### src/rtl/lsu_pkg.sv
// ---------------------------------------------------------------------------
// lsu_pkg
// Shared definitions for the load/store unit: access-size encodings, FSM
// state encodings and a helper returning the byte count of an access size.
// ---------------------------------------------------------------------------
package lsu_pkg;

   typedef enum logic [1:0] {
      SZ_BYTE = 2'b00,
      SZ_HALF = 2'b01,
      SZ_WORD = 2'b10,
      SZ_RSVD = 2'b11
   } lsu_size_t;

   typedef enum logic [1:0] {
      ST_IDLE   = 2'd0,
      ST_ACCESS = 2'd1,
      ST_RESP   = 2'd2
   } lsu_state_t;

   // Bytes touched by an access. The reserved size faults before it is used,
   // so its value here only has to keep the range arithmetic well defined.
   function automatic logic [2:0] size_bytes(input lsu_size_t i_size);
      logic [2:0] w_bytes;
      case (i_size)
         SZ_BYTE: w_bytes = 3'd1;
         SZ_HALF: w_bytes = 3'd2;
         default: w_bytes = 3'd4;
      endcase
      return w_bytes;
   endfunction

endpackage

### src/rtl/lsu_lane_align.sv
// ---------------------------------------------------------------------------
// lsu_lane_align
// Combinational byte-lane steering between the core and a 32-bit memory.
//   i_size       access size
//   i_offset     address bits [1:0]
//   i_signed     sign-extend narrow loads
//   i_store_data LSB-aligned store data from the core
//   i_mem_rdata  raw word read from memory
//   o_load_data  extracted, extended load result
//   o_store_data store data moved onto its byte lanes
//   o_wstrb      byte-lane write strobe for the store
// ---------------------------------------------------------------------------
module lsu_lane_align
   import lsu_pkg::*;
(
   input  lsu_size_t   i_size,
   input  logic [1:0]  i_offset,
   input  logic        i_signed,
   input  logic [31:0] i_store_data,
   input  logic [31:0] i_mem_rdata,
   output logic [31:0] o_load_data,
   output logic [31:0] o_store_data,
   output logic [3:0]  o_wstrb
);

   logic [31:0] w_shifted;

   // Bring the addressed byte lane down to bit 0.
   assign w_shifted    = i_mem_rdata >> {i_offset, 3'b000};
   assign o_store_data = i_store_data << {i_offset, 3'b000};

   // A word result has no spare bits, so the signed flag has no effect there.
   always_comb begin
      o_load_data = '0;
      case (i_size)
         SZ_BYTE: o_load_data = {{24{i_signed & w_shifted[7]}},  w_shifted[7:0]};
         SZ_HALF: o_load_data = {{16{i_signed & w_shifted[15]}}, w_shifted[15:0]};
         SZ_WORD: o_load_data = w_shifted;
         default: o_load_data = '0;
      endcase
   end

   always_comb begin
      o_wstrb = 4'b0000;
      case (i_size)
         SZ_BYTE: o_wstrb = 4'b0001 << i_offset;
         SZ_HALF: o_wstrb = 4'b0011 << i_offset;
         SZ_WORD: o_wstrb = 4'b1111;
         default: o_wstrb = 4'b0000;
      endcase
   end

endmodule

### src/rtl/load_store_unit.sv
// ---------------------------------------------------------------------------
// load_store_unit
// Single-outstanding load/store unit between a core request/response port
// and a 32-bit memory with combinational read and falling-edge write.
//   iwClk, iwnRst                      clock, async active-low reset
//   iwReqValid/owReqReady              request handshake
//   iwReqWrite/Size/Signed/Addr/WData  request fields
//   owRespValid/iwRespReady            response handshake
//   owRespRData, owRespFault           response payload
//   owMemReadAddr, iwMemReadData       memory read port
//   owMemWriteAddr/WriteData/Wstrb     memory write port
// Flow: IDLE -(ok)-> ACCESS -> RESP -> IDLE, or IDLE -(fault)-> RESP.
// ---------------------------------------------------------------------------
module load_store_unit
   import lsu_pkg::*;
#(
   parameter logic [31:0] pMemBytes = 32'd176
)
(
   input  logic        iwClk,
   input  logic        iwnRst,
   input  logic        iwReqValid,
   output logic        owReqReady,
   input  logic        iwReqWrite,
   input  logic [1:0]  iwReqSize,
   input  logic        iwReqSigned,
   input  logic [31:0] iwReqAddr,
   input  logic [31:0] iwReqWData,
   output logic        owRespValid,
   input  logic        iwRespReady,
   output logic [31:0] owRespRData,
   output logic        owRespFault,
   output logic [31:0] owMemReadAddr,
   output logic [31:0] owMemWriteAddr,
   output logic [31:0] owMemWriteData,
   output logic [3:0]  owMemWstrb,
   input  logic [31:0] iwMemReadData
);

   lsu_state_t  r_state;
   lsu_state_t  w_state_next;
   logic [31:0] r_addr;
   logic [31:0] r_wdata;
   logic [31:0] r_rdata;
   lsu_size_t   r_size;
   logic        r_signed;
   logic        r_write;
   logic        r_fault;

   lsu_size_t   w_req_size;
   logic [32:0] w_end;
   logic        w_fault;
   logic [31:0] w_load_data;
   logic [31:0] w_store_data;
   logic [3:0]  w_wstrb;

   assign w_req_size = lsu_size_t'(iwReqSize);

   // One past the last byte touched; 33 bits so addresses near 2^32 cannot
   // wrap back into range.
   assign w_end = {1'b0, iwReqAddr} + {30'd0, size_bytes(w_req_size)};

   assign w_fault = (w_req_size == SZ_RSVD)
                 || ((w_req_size == SZ_HALF) && iwReqAddr[0])
                 || ((w_req_size == SZ_WORD) && (iwReqAddr[1:0] != 2'b00))
                 || (w_end > {1'b0, pMemBytes});

   lsu_lane_align u_lane_align (
      .i_size       (r_size),
      .i_offset     (r_addr[1:0]),
      .i_signed     (r_signed),
      .i_store_data (r_wdata),
      .i_mem_rdata  (iwMemReadData),
      .o_load_data  (w_load_data),
      .o_store_data (w_store_data),
      .o_wstrb      (w_wstrb)
   );

   always_ff @(posedge iwClk or negedge iwnRst) begin
      if (!iwnRst) begin
         r_state <= ST_IDLE;
      end else begin
         r_state <= w_state_next;
      end
   end

   // Every memory-side output is decoded from r_state, so the async reset of
   // r_state removes the write strobe immediately.
   always_comb begin
      w_state_next   = r_state;
      owReqReady     = 1'b0;
      owRespValid    = 1'b0;
      owRespRData    = '0;
      owRespFault    = 1'b0;
      owMemReadAddr  = '0;
      owMemWriteAddr = '0;
      owMemWriteData = '0;
      owMemWstrb     = 4'b0000;
      case (r_state)
         ST_IDLE: begin
            owReqReady = 1'b1;
            if (iwReqValid) begin
               w_state_next = w_fault ? ST_RESP : ST_ACCESS;
            end
         end
         ST_ACCESS: begin
            owMemReadAddr  = {r_addr[31:2], 2'b00};
            owMemWriteAddr = {r_addr[31:2], 2'b00};
            if (r_write) begin
               owMemWriteData = w_store_data;
               owMemWstrb     = w_wstrb;
            end
            w_state_next = ST_RESP;
         end
         ST_RESP: begin
            owRespValid = 1'b1;
            owRespRData = r_rdata;
            owRespFault = r_fault;
            if (iwRespReady) begin
               w_state_next = ST_IDLE;
            end
         end
         default: w_state_next = ST_IDLE;
      endcase
   end

   always_ff @(posedge iwClk or negedge iwnRst) begin
      if (!iwnRst) begin
         r_addr   <= '0;
         r_wdata  <= '0;
         r_rdata  <= '0;
         r_size   <= SZ_BYTE;
         r_signed <= 1'b0;
         r_write  <= 1'b0;
         r_fault  <= 1'b0;
      end else if ((r_state == ST_IDLE) && iwReqValid) begin
         r_addr   <= iwReqAddr;
         r_wdata  <= iwReqWData;
         r_size   <= w_req_size;
         r_signed <= iwReqSigned;
         r_write  <= iwReqWrite;
         r_fault  <= w_fault;
         r_rdata  <= '0;
      end else if (r_state == ST_ACCESS) begin
         r_rdata <= r_write ? 32'd0 : w_load_data;
      end
   end

endmodule

### config.mk
export PLATFORM = sky130hd
export DESIGN_NAME = load_store_unit
export DESIGN_NICKNAME = d
export VERILOG_FILES = /design/src/rtl/lsu_pkg.sv /design/src/rtl/lsu_lane_align.sv /design/src/rtl/load_store_unit.sv
export SDC_FILE = /design/constraint.sdc
export NUM_CORES = 1
export LEC_CHECK = 0
export CELL_PAD_IN_SITES_DETAIL_PLACEMENT = 2
export CELL_PAD_IN_SITES_GLOBAL_PLACEMENT = 2
export CORE_UTILIZATION = 29
export CTS_CLUSTER_DIAMETER = 50
export DETAILED_ROUTE_END_ITERATION = 8
export PLACE_DENSITY_LB_ADDON = 0.1
export SYNTH_ARGS = -nofsm -noshare
export SYNTH_HDL_FRONTEND = slang
export SYNTH_SLANG_ARGS = --single-unit
### constraint.sdc
create_clock -name iwClk -period 4.95 [get_ports iwClk]
set_input_delay 0.7425 -clock iwClk [delete_from_list [all_inputs] [get_ports iwClk]]
set_output_delay 0.7425 -clock iwClk [all_outputs]
set_load 0.02 [all_outputs]
# After elaboration in Yosys (flattened, before gate mapping)
# Index checks and enable logic that the tools add are counted.
# classes
eq_ne	9
bitwise	2
order_cmp	1
reduce_logical	12
addsub	1
shifts	4
muxes	19
# op_table
op	count
$mux W32	7
$pmux W32 S3	1
$add A32 B3 Y33	1
$gt A33 B8 Y1 const B	1
$shl A32 B5 Y32	1
$shr A32 B5 Y32	1
$pmux W4 S3	1
$eq A2 B2 Y1 const B	4
$mux W4	2
$eq A2 B1 Y1 const B	3
$logic_not A2 Y1	3
$mux W2	3
$pmux W2 S3	1
$pmux W3 S2	1
$ne A2 B2 Y1 const B	2
$reduce_bool A2 Y1	2
$shl A1 B2 Y4 const A	1
$shl A2 B2 Y4 const A	1
$logic_and A1 B1 Y1	3
$logic_or A1 B1 Y1	3
$mux W1	3
$and A1 B1 Y1	2
$reduce_and A2 Y1	1
# totals
in_bits	104
reg_bits	103
output_inout_bits	135
wordCells	56

# Logic depth before layout (Yosys ltp)
# Gate-level depths: netlist of the first run.
# logic_depth
word_depth	8
depth_mapped	11
depth_no_buf	11

# By module
# From an unflattened synthesis of the first run, not the netlist that was laid out.
# unflattened
cells_unflattened	751
hier_area_um2	7108.1
# by_module_without_submodules
mod	area_each_um2	instances	seq_area_each_um2	cells_per_inst
load_store_unit	5785.5	1	2577.5	541
lsu_lane_align	1322.5	1	0.0	210

# Worst setup path after synthesis of the first run
# Ideal clock, no wire load.
# synth_path
path_type	input-to-reg
startpoint	input iwReqSize[1]
endpoint	register r_state[1]
required_ns	4.824
n_path_buf	0
setup_ns	0.126
cell_stages	11
path_slack_ns	1.788
t_arrival_ns	3.036
cell_sequence	nor2_1 > ha_1 > fa_1 > a21oi_1 > nor4_1 > mux2_2 > o21ai_0 > o211ai_1 > nor4_1 > nand3_1 > a311o_1
# synth_via
elab_chain_len	8
word_cells_on_any_way	15
classes_between	add/sub: 1; order compare: 1; eq/ne: 3; mux: 4; reduce/logical: 6
# synth_lines
element	line	text
start, declared	load_store_unit.sv:25	input logic [1:0] iwReqSize,
$eq A2 B1 Y1 or $logic_not A2 Y1 (tied branches)	lsu_pkg.sv:25, load_store_unit.sv:64	
$pmux W3 S2 or $logic_and A1 B1 Y1 (tied branches)	lsu_pkg.sv:25, load_store_unit.sv:64	
$add A32 B3 Y33 or $logic_or A1 B1 Y1 (tied branches)	load_store_unit.sv:61, load_store_unit.sv:64	
$gt A33 B8 Y1 or $logic_or A1 B1 Y1 (tied branches)	load_store_unit.sv:66, load_store_unit.sv:65	
$logic_or A1 B1 Y1 *	load_store_unit.sv:66	|| (w_end > {1'b0, pMemBytes});
$mux W2 *	load_store_unit.sv:103	w_state_next = w_fault ? ST_RESP : ST_ACCESS;
$mux W2 *	load_store_unit.sv:102	if (iwReqValid) begin
$pmux W2 S3 *	load_store_unit.sv:99	case (r_state)
end signal, assigned	load_store_unit.sv:83	r_state <= w_state_next;
end, declared	load_store_unit.sv:40	lsu_state_t r_state;
# Mark *: on every way between the ends. The rest lies on a longest branch, timed or not. The select of a mux whose other input is x is not followed.
# A chain may end at the register's enable or synchronous reset.

# Worst setup path in the final report of the first run
# layout_path
startpoint	register r_state[0]
endpoint	output owMemWriteData[3]
# layout_via
elab_chain_len	2
# layout_lines
element	line	text
$eq A2 B1 Y1	load_store_unit.sv:99	
$mux W32	load_store_unit.sv:99	
end, declared	load_store_unit.sv:35	output logic [31:0] owMemWriteData,
# No other way between the ends.

==> flow_summary.toml, run 1 <==
[timing]
period_minus_slack_ns = 4.03
clock.fmax_mhz = 248
drv_slew = 0
fin_crit_sh = 0.814
setup_violations = 0
tightest_slew_ns = 1.10
relSlewSlack = 0.267
hold_viol_final = 0
final.setup.worst_slack_ns = 0.919
rsz0062_at_grt = "no"
skew_ns = 0.00598
fin_setup_tns_ns = 0

[placement]
dp_worst_setup_slack_ns = 0.626
io_buffer_count = 234
hpwl_mm = 18.2
gp_congestion = 0.808
placed_area_um2 = 8890
dp_cells = 1136

[logic_synthesis]
synthFlopType = "dfrtp_1"
syn_inst = 689
ys_async_sr_fraction = 1.00
yosys_warnings = 0
synth-seq-cells = 103
synth.distinct_cells = 57
syn_area_per_cell_um2 = 9.49
ys_seq_area_frac = 0.394
synth_edf_count = 0
synth_area_um2 = 6540

[power]
power_switching_w = 0.000828
power_leakage_nw = 3.62
power_density_nw_per_um2 = 281
power.internal_w = 0.00175
sw_frac_of_total = 0.321
power_w = 0.00258
power_frac_seq = 0.427
ir_drop_uv = 192
p_comb_frac = 0.270
clkPwrFrac = 0.303

[layout]
design_area_um2 = 9200
layout.nets = 975
fin_cells = 1152
area_growth_pct = 40.6
layout-drive-gt1-share = 0.131
n_antenna_cell = 0

[route]
wl_per_cell_um = 21.0
wl_met2_mm = 11.5
top_layer_used = "met5"
drc = 14
drt_iter0_drc = 240
wl_met1_mm = 10.6
firstDrtPassIters = 8
via_count = 6007
viasPerCell = 5.21
routed_wl_mm = 24.1
antenna_left = 0
wl_met3_mm = 1.49

[cts]
clock_sinks = 103
ctsHoldBuffers = 0
cts_buffers = 9
clk_pin_slew_ns = 0.07
cts_root_buffer = "clkbuf_16"
cts.repair_timing.setup_buffer_count = 0
cts_resized = 0
h-tree-depth = 3
cts_tree = "done"
clkLatencyLatePin_ns = 0.36
clk_path_buf_depth = 2

[setup_path]
critPathCaptureType = "output pin"
arrival_ns = 3.29
slowest_stage = "clkdlybuf4s50_1"
worstSetupStartpointType = "flip-flop"
cp_max_fo = 20
rrSetupSlack_ns = 1.86
required_ns = 4.21
worstPathCellList = "nor2b_2 -> nand2_1 -> or2_2 -> nor2_1 -> and2_1 -> clkdlybuf4s50_1"
worstSetupPathType = "reg -> out"
crit_path_max_incr_delay_ns = 0.60

[floorplan]
initial_utilization = 0.298
die_h_um = 152
dieArea_um2 = 23200
ios = 239
core-area_um2 = 22000
rows = 54
die_x_um = 152

[outcome]
violations = "design-rule violations"
status = "finished with violations"

[grt]
grt_antenna_before_repair = 2
grt_use_total = 0.211
grt_pass1_vias = 6786
grt-ovfl-total = 0
grt_max_degree = 40
grt_pass1_wl_mm = 38.5

[hold_path]
hp-class = "in -> async"

[run]
drv_cap = 0
-- power groups by stage --
stage	logic, W	registers, W	clock network, W
floorplan	0.000492	0.00103	0
global placement	0.000680	0.00111	0
detailed placement	0.000707	0.00112	0
CTS	0.000710	0.00111	0.000813
global route	0.000767	0.00113	0.000829
finish	0.000697	0.00110	0.000782
-- critical path, delay by kind of cell (launching register included) --
family	cells	cell delay (ns)
simple gates	5	1.87
buf+inv	1	0.60
flops	1	0.45
-- Yosys cell counts (2+ instances only) --
cell type	instances	share of area
or2_2	4	0.0038
a311oi_1	2	0.0027
nor4_1	5	0.0048
nand4_1	9	0.0086
inv_1	6	0.0034
mux2_2	71	0.12
and2_1	74	0.071
dfrtp_1	103	0.39
a31o_2	2	0.0027
a32o_1	7	0.011
nor2b_1	20	0.019
nor2_1	42	0.024
xnor2_1	2	0.0027
clkbuf_1	33	0.019
nor3_1	5	0.0038
nand2b_1	2	0.0019
nand2_1	44	0.025
a22o_1	9	0.012
a31oi_1	2	0.0019
buf_1	11	0.0063
a211o_1	7	0.0094
ha_1	3	0.0057
o21ai_0	38	0.029
nand3_1	13	0.0099
mux2i_1	34	0.052
nor4b_1	2	0.0027
a211oi_1	21	0.024
buf_4	34	0.039
o22ai_1	5	0.0048
and4_1	3	0.0040
o21bai_1	3	0.0034
a21oi_1	36	0.028
and3_1	6	0.0057
o211ai_1	3	0.0034
xor2_1	6	0.0080
-- flip-flops by register name, summed over array words and instances (netlist names) --
register,flops
r_addr,32
r_rdata,32
r_wdata,32
r_size,2
r_state,2
r_fault,1
r_signed,1
r_write,1
-- path summary, 6_finish.rpt --
kind	from	to	cells after the start
setup reg to reg	r_addr[0]$_DFFE_PN0P_	r_rdata[19]$_DFFE_PN0P_	8
max in group asynchronous	iwnRst	r_addr[0]$_DFFE_PN0P_	2
setup / recovery	r_state[0]$_DFFE_PN0P_	owMemWriteData[3]	6
hold / removal	iwnRst	r_addr[9]$_DFFE_PN0P_	1
min in group iwClk	r_rdata[29]$_DFFE_PN0P_	r_rdata[29]$_DFFE_PN0P_	2
hold reg to reg	r_rdata[29]$_DFFE_PN0P_	r_rdata[29]$_DFFE_PN0P_	2
-- routing by layer --
metal,vias to the layer above,global-route usage
met2,189,0.350
li1,2768,-
met1,3017,0.267
met3,31,0.0466
met5,-,0
met4,2,0.0816
-- final cells by class --
type	instances	area, µm²
well taps	280	350
clock buffers	13	240
repair buffers	243	2410
flip-flops and latches	103	2580
clock inverters	3	67.6
inverters	6	22.5
fillers	2373	12800
multi-input cells	504	3530
-- cells by family (layout without fill, tap and decap cells) --
logic type                 count (synthesis)  count (layout)  share of synthesized area
AOI/OAI and AO/OA                        143             143                      0.142
xor gates and xnor gates                   8               8                     0.0107
adders and majority gates                  4               4                    0.00880
buffers and inverters                     85             265                     0.0694
DFF                                      103             103                      0.394
muxes                                    105             105                      0.174
other                                      1               4                   0.000573
and+or+nand+nor                          240             240                      0.200
-- metrics by stage --
stage	util	hold slack, ns
after floorplan	-	0.442
after global placement	0.405	0.463
after detailed placement	0.405	0.475
after CTS	0.419	0.337
after global routing	0.419	0.356
final	0.419	0.327
-- placed cells by master, fill, tap and decap left out, types with 5 or more instances in the layout --
| master | synthesis | final |
|---|---|---|
| nand2_1 | 44 | 44 |
| and2_1 | 74 | 73 |
| inv_1 | 6 | 6 |
| nor3_1 | 5 | 5 |
| mux2i_1 | 34 | 34 |
| o21ai_0 | 38 | 38 |
| nand4_1 | 9 | 9 |
| a211oi_1 | 21 | 21 |
| clkbuf_16 | 0 | 9 |
| a32o_1 | 7 | 7 |
| dfrtp_1 | 103 | 101 |
| a21oi_1 | 36 | 36 |
| nor2_1 | 42 | 41 |
| nand3_1 | 13 | 13 |
| and3_1 | 6 | 6 |
| mux2_2 | 71 | 71 |
| xor2_1 | 6 | 6 |
| clkdlybuf4s50_1 | 0 | 233 |
| o22ai_1 | 5 | 5 |
| buf_4 | 34 | 10 |
| nor2b_1 | 20 | 19 |
| nor4_1 | 5 | 5 |
| a22o_1 | 9 | 9 |
| a211o_1 | 7 | 7 |
(Power assumes the default switching activity.)
==> inputs of run 2 (changes only) <==
Settings changed: CORE_UTILIZATION 29 to 26.
Clock period 4.95 ns to 3.9 ns, I/O delays scaled along.
==> run 2 against run 1 <==
The flow now finishes without violations. Design area rose by 1.3%. Die area rose by 11%. Clock skew rose by 0.0066 ns. Global-route usage fell by 2.1 points. Count of clock-buffer cells in the layout fell by 2. Register-to-register slack got worse by 0.59 ns. Worst setup slack got worse by 0.67 ns. Non-clock buffer count rose by 13. Clock power rose by 11%. Critical endpoint is now owMemWriteData[6].
==> flow_summary.toml, run 2 (synthesis results as in run 1) <==
[layout]
area_growth_pct = 42.4
register_area_um2 = 2580
reg_top3 = "r_addr: 32 flops, r_rdata: 32 flops, r_wdata: 32 flops"
final_cell_mix = "233 x clkdlybuf4s50_1, 101 x dfrtp_1, 73 x and2_1"
layout.nets = 988
mostFrequentLayoutCell = "clkdlybuf4s50_1"
fin_util = 0.381
layout-drive-gt1-share = 0.146
nFillCells = 2612
multi_input_area_um2 = 3530

[timing]
rsz0062_at_grt = "no"
hold_viol_final = 0
setup_violations = 0
final.setup.worst_slack_ns = 0.246
tightest_slew_ns = 1.03
fin_crit_sh = 0.937
drv_slew = 0
clock.fmax_mhz = 274
period_minus_slack_ns = 3.65
relSlewSlack = 0.313
skew_ns = 0.0126

[floorplan]
die_h_um = 161
ios = 239
initial_utilization = 0.267
die_x_um = 161
rows = 57
core-area_um2 = 24500
dieArea_um2 = 25800

[cts]
clk_pin_slew_ns = 0.07
clock_sinks = 103
cts_root_buffer = "clkbuf_16"
cts_buffers = 9
cts_tree = "done"
clkLatencyLatePin_ns = 0.36
cts.repair_timing.setup_buffer_count = 0
clk_path_buf_depth = 2
h-tree-depth = 3
ctsHoldBuffers = 0
cts_resized = 0

[setup_path]
cp_top_family = "simple AND/OR/NAND/NOR gates"
cp_max_fo = 20
path_buf_inv = 2
required_ns = 3.31
worstSetupStartpointType = "flip-flop"
arrival_ns = 3.07
crit_path_max_incr_delay_ns = 0.60
worstPathCellList = "nor2b_2 -> nand2_1 -> buf_4 -> or2_2 -> nor2_1 -> and2_1 -> clkdlybuf4s50_1"
worstSetupPathType = "reg -> out"
slowest_stage = "clkdlybuf4s50_1"
critPathCaptureType = "output pin"

[power]
power_frac_seq = 0.428
ir_drop_uv = 172
clkPwrFrac = 0.274
power_density_nw_per_um2 = 340
power_w = 0.00317
sw_frac_of_total = 0.335
power_leakage_nw = 3.66
power.internal_w = 0.00211
p_comb_frac = 0.298
power_switching_w = 0.00106

[grt]
grt-ovfl-total = 0
grt_antenna_before_repair = 1
grt_max_degree = 55
grt_pass1_wl_mm = 38.5
grt_pass1_vias = 6676
grt_use_total = 0.190

[placement]
io_buffer_count = 234
hpwl_mm = 18.3
dp_worst_setup_slack_ns = -0.0733
gp_congestion = 0.797

[route]
drt_iter0_drc = 228
firstDrtPassIters = 4
viasPerCell = 4.93
antenna_left = 0
via_count = 5966
drc = 0
routed_wl_mm = 24.2
wl_per_cell_um = 20.0

[run]
drv_cap = 0

[outcome]
status = "finished clean"

[hold_path]
hp-class = "in -> async"
[run 2: changes by cell type in the layout (fill, tap and decap cells not counted)]
| cell | before | now |
|---|---|---|
| buf_4 | 10 | 23 |
| bufinv_16 | 2 | 0 |
| clkbuf_1 | 4 | 2 |
| clkinv_2 | 0 | 1 |
| clkinvlp_4 | 1 | 4 |
| diode_2 | 0 | 1 |
[run 2: layer usage]
metal / track usage / up-vias / part of all wire
met4: 0.0593 / 0 / 0.017
li1: - / 2789 / -
met1: 0.248 / 3006 / 0.46
met2: 0.311 / 151 / 0.47
met3: 0.0418 / 20 / 0.054
met5: 0 / - / 0
[run 2: per-stage QoR]
| step | instances | setup TNS (ns) | hold slack, ns | instance area [µm²] |
|---|---|---|---|---|
| detailed placement | 1193 | -0.0733 | 0.466 | 9040 |
| CTS | 1209 | 0 | 0.312 | 9310 |
| floorplan | 692 | 0 | 0.289 | 6550 |
| global route | 1209 | 0 | 0.342 | 9310 |
| finish | 1210 | 0 | 0.285 | 9310 |
| global placement | 1193 | 0 | 0.461 | 9040 |
[run 2: final cells by class]
cell class,instances,area share
clock buffers,11,0.0250
well taps,324,0.0435
multi-input cells,504,0.379
repair buffers,256,0.269
diodes,1,0.000269
clock inverters,5,0.00376
inverters,6,0.00242
flip-flops and latches,103,0.277
[run 2: power by group through the flow]
stage / sequential, W / clock, W / combinational [W]
after floorplan: 0.00131 / 0 / 0.000625
after global placement: 0.00137 / 0 / 0.000925
after detailed placement: 0.00138 / 0 / 0.000957
after CTS: 0.00136 / 0.000913 / 0.000962
after global routing: 0.00138 / 0.000935 / 0.00103
final: 0.00136 / 0.000867 / 0.000943
[run 2: final timing paths]
check,depth (start not counted),slack (ns),from,endpoint
worst max-delay path,7,0.25,r_state[0]$_DFFE_PN0P_,owMemWriteData[6]
worst min-delay path,1,0.29,iwnRst,r_addr[7]$_DFFE_PN0P_
worst max register to register,8,1.27,r_addr[1]$_DFFE_PN0P_,r_rdata[19]$_DFFE_PN0P_
worst min register to register,2,0.48,r_rdata[15]$_DFFE_PN0P_,r_rdata[15]$_DFFE_PN0P_
max in group asynchronous,2,2.67,iwnRst,r_addr[29]$_DFFE_PN0P_
min in group iwClk,2,0.48,r_rdata[15]$_DFFE_PN0P_,r_rdata[15]$_DFFE_PN0P_
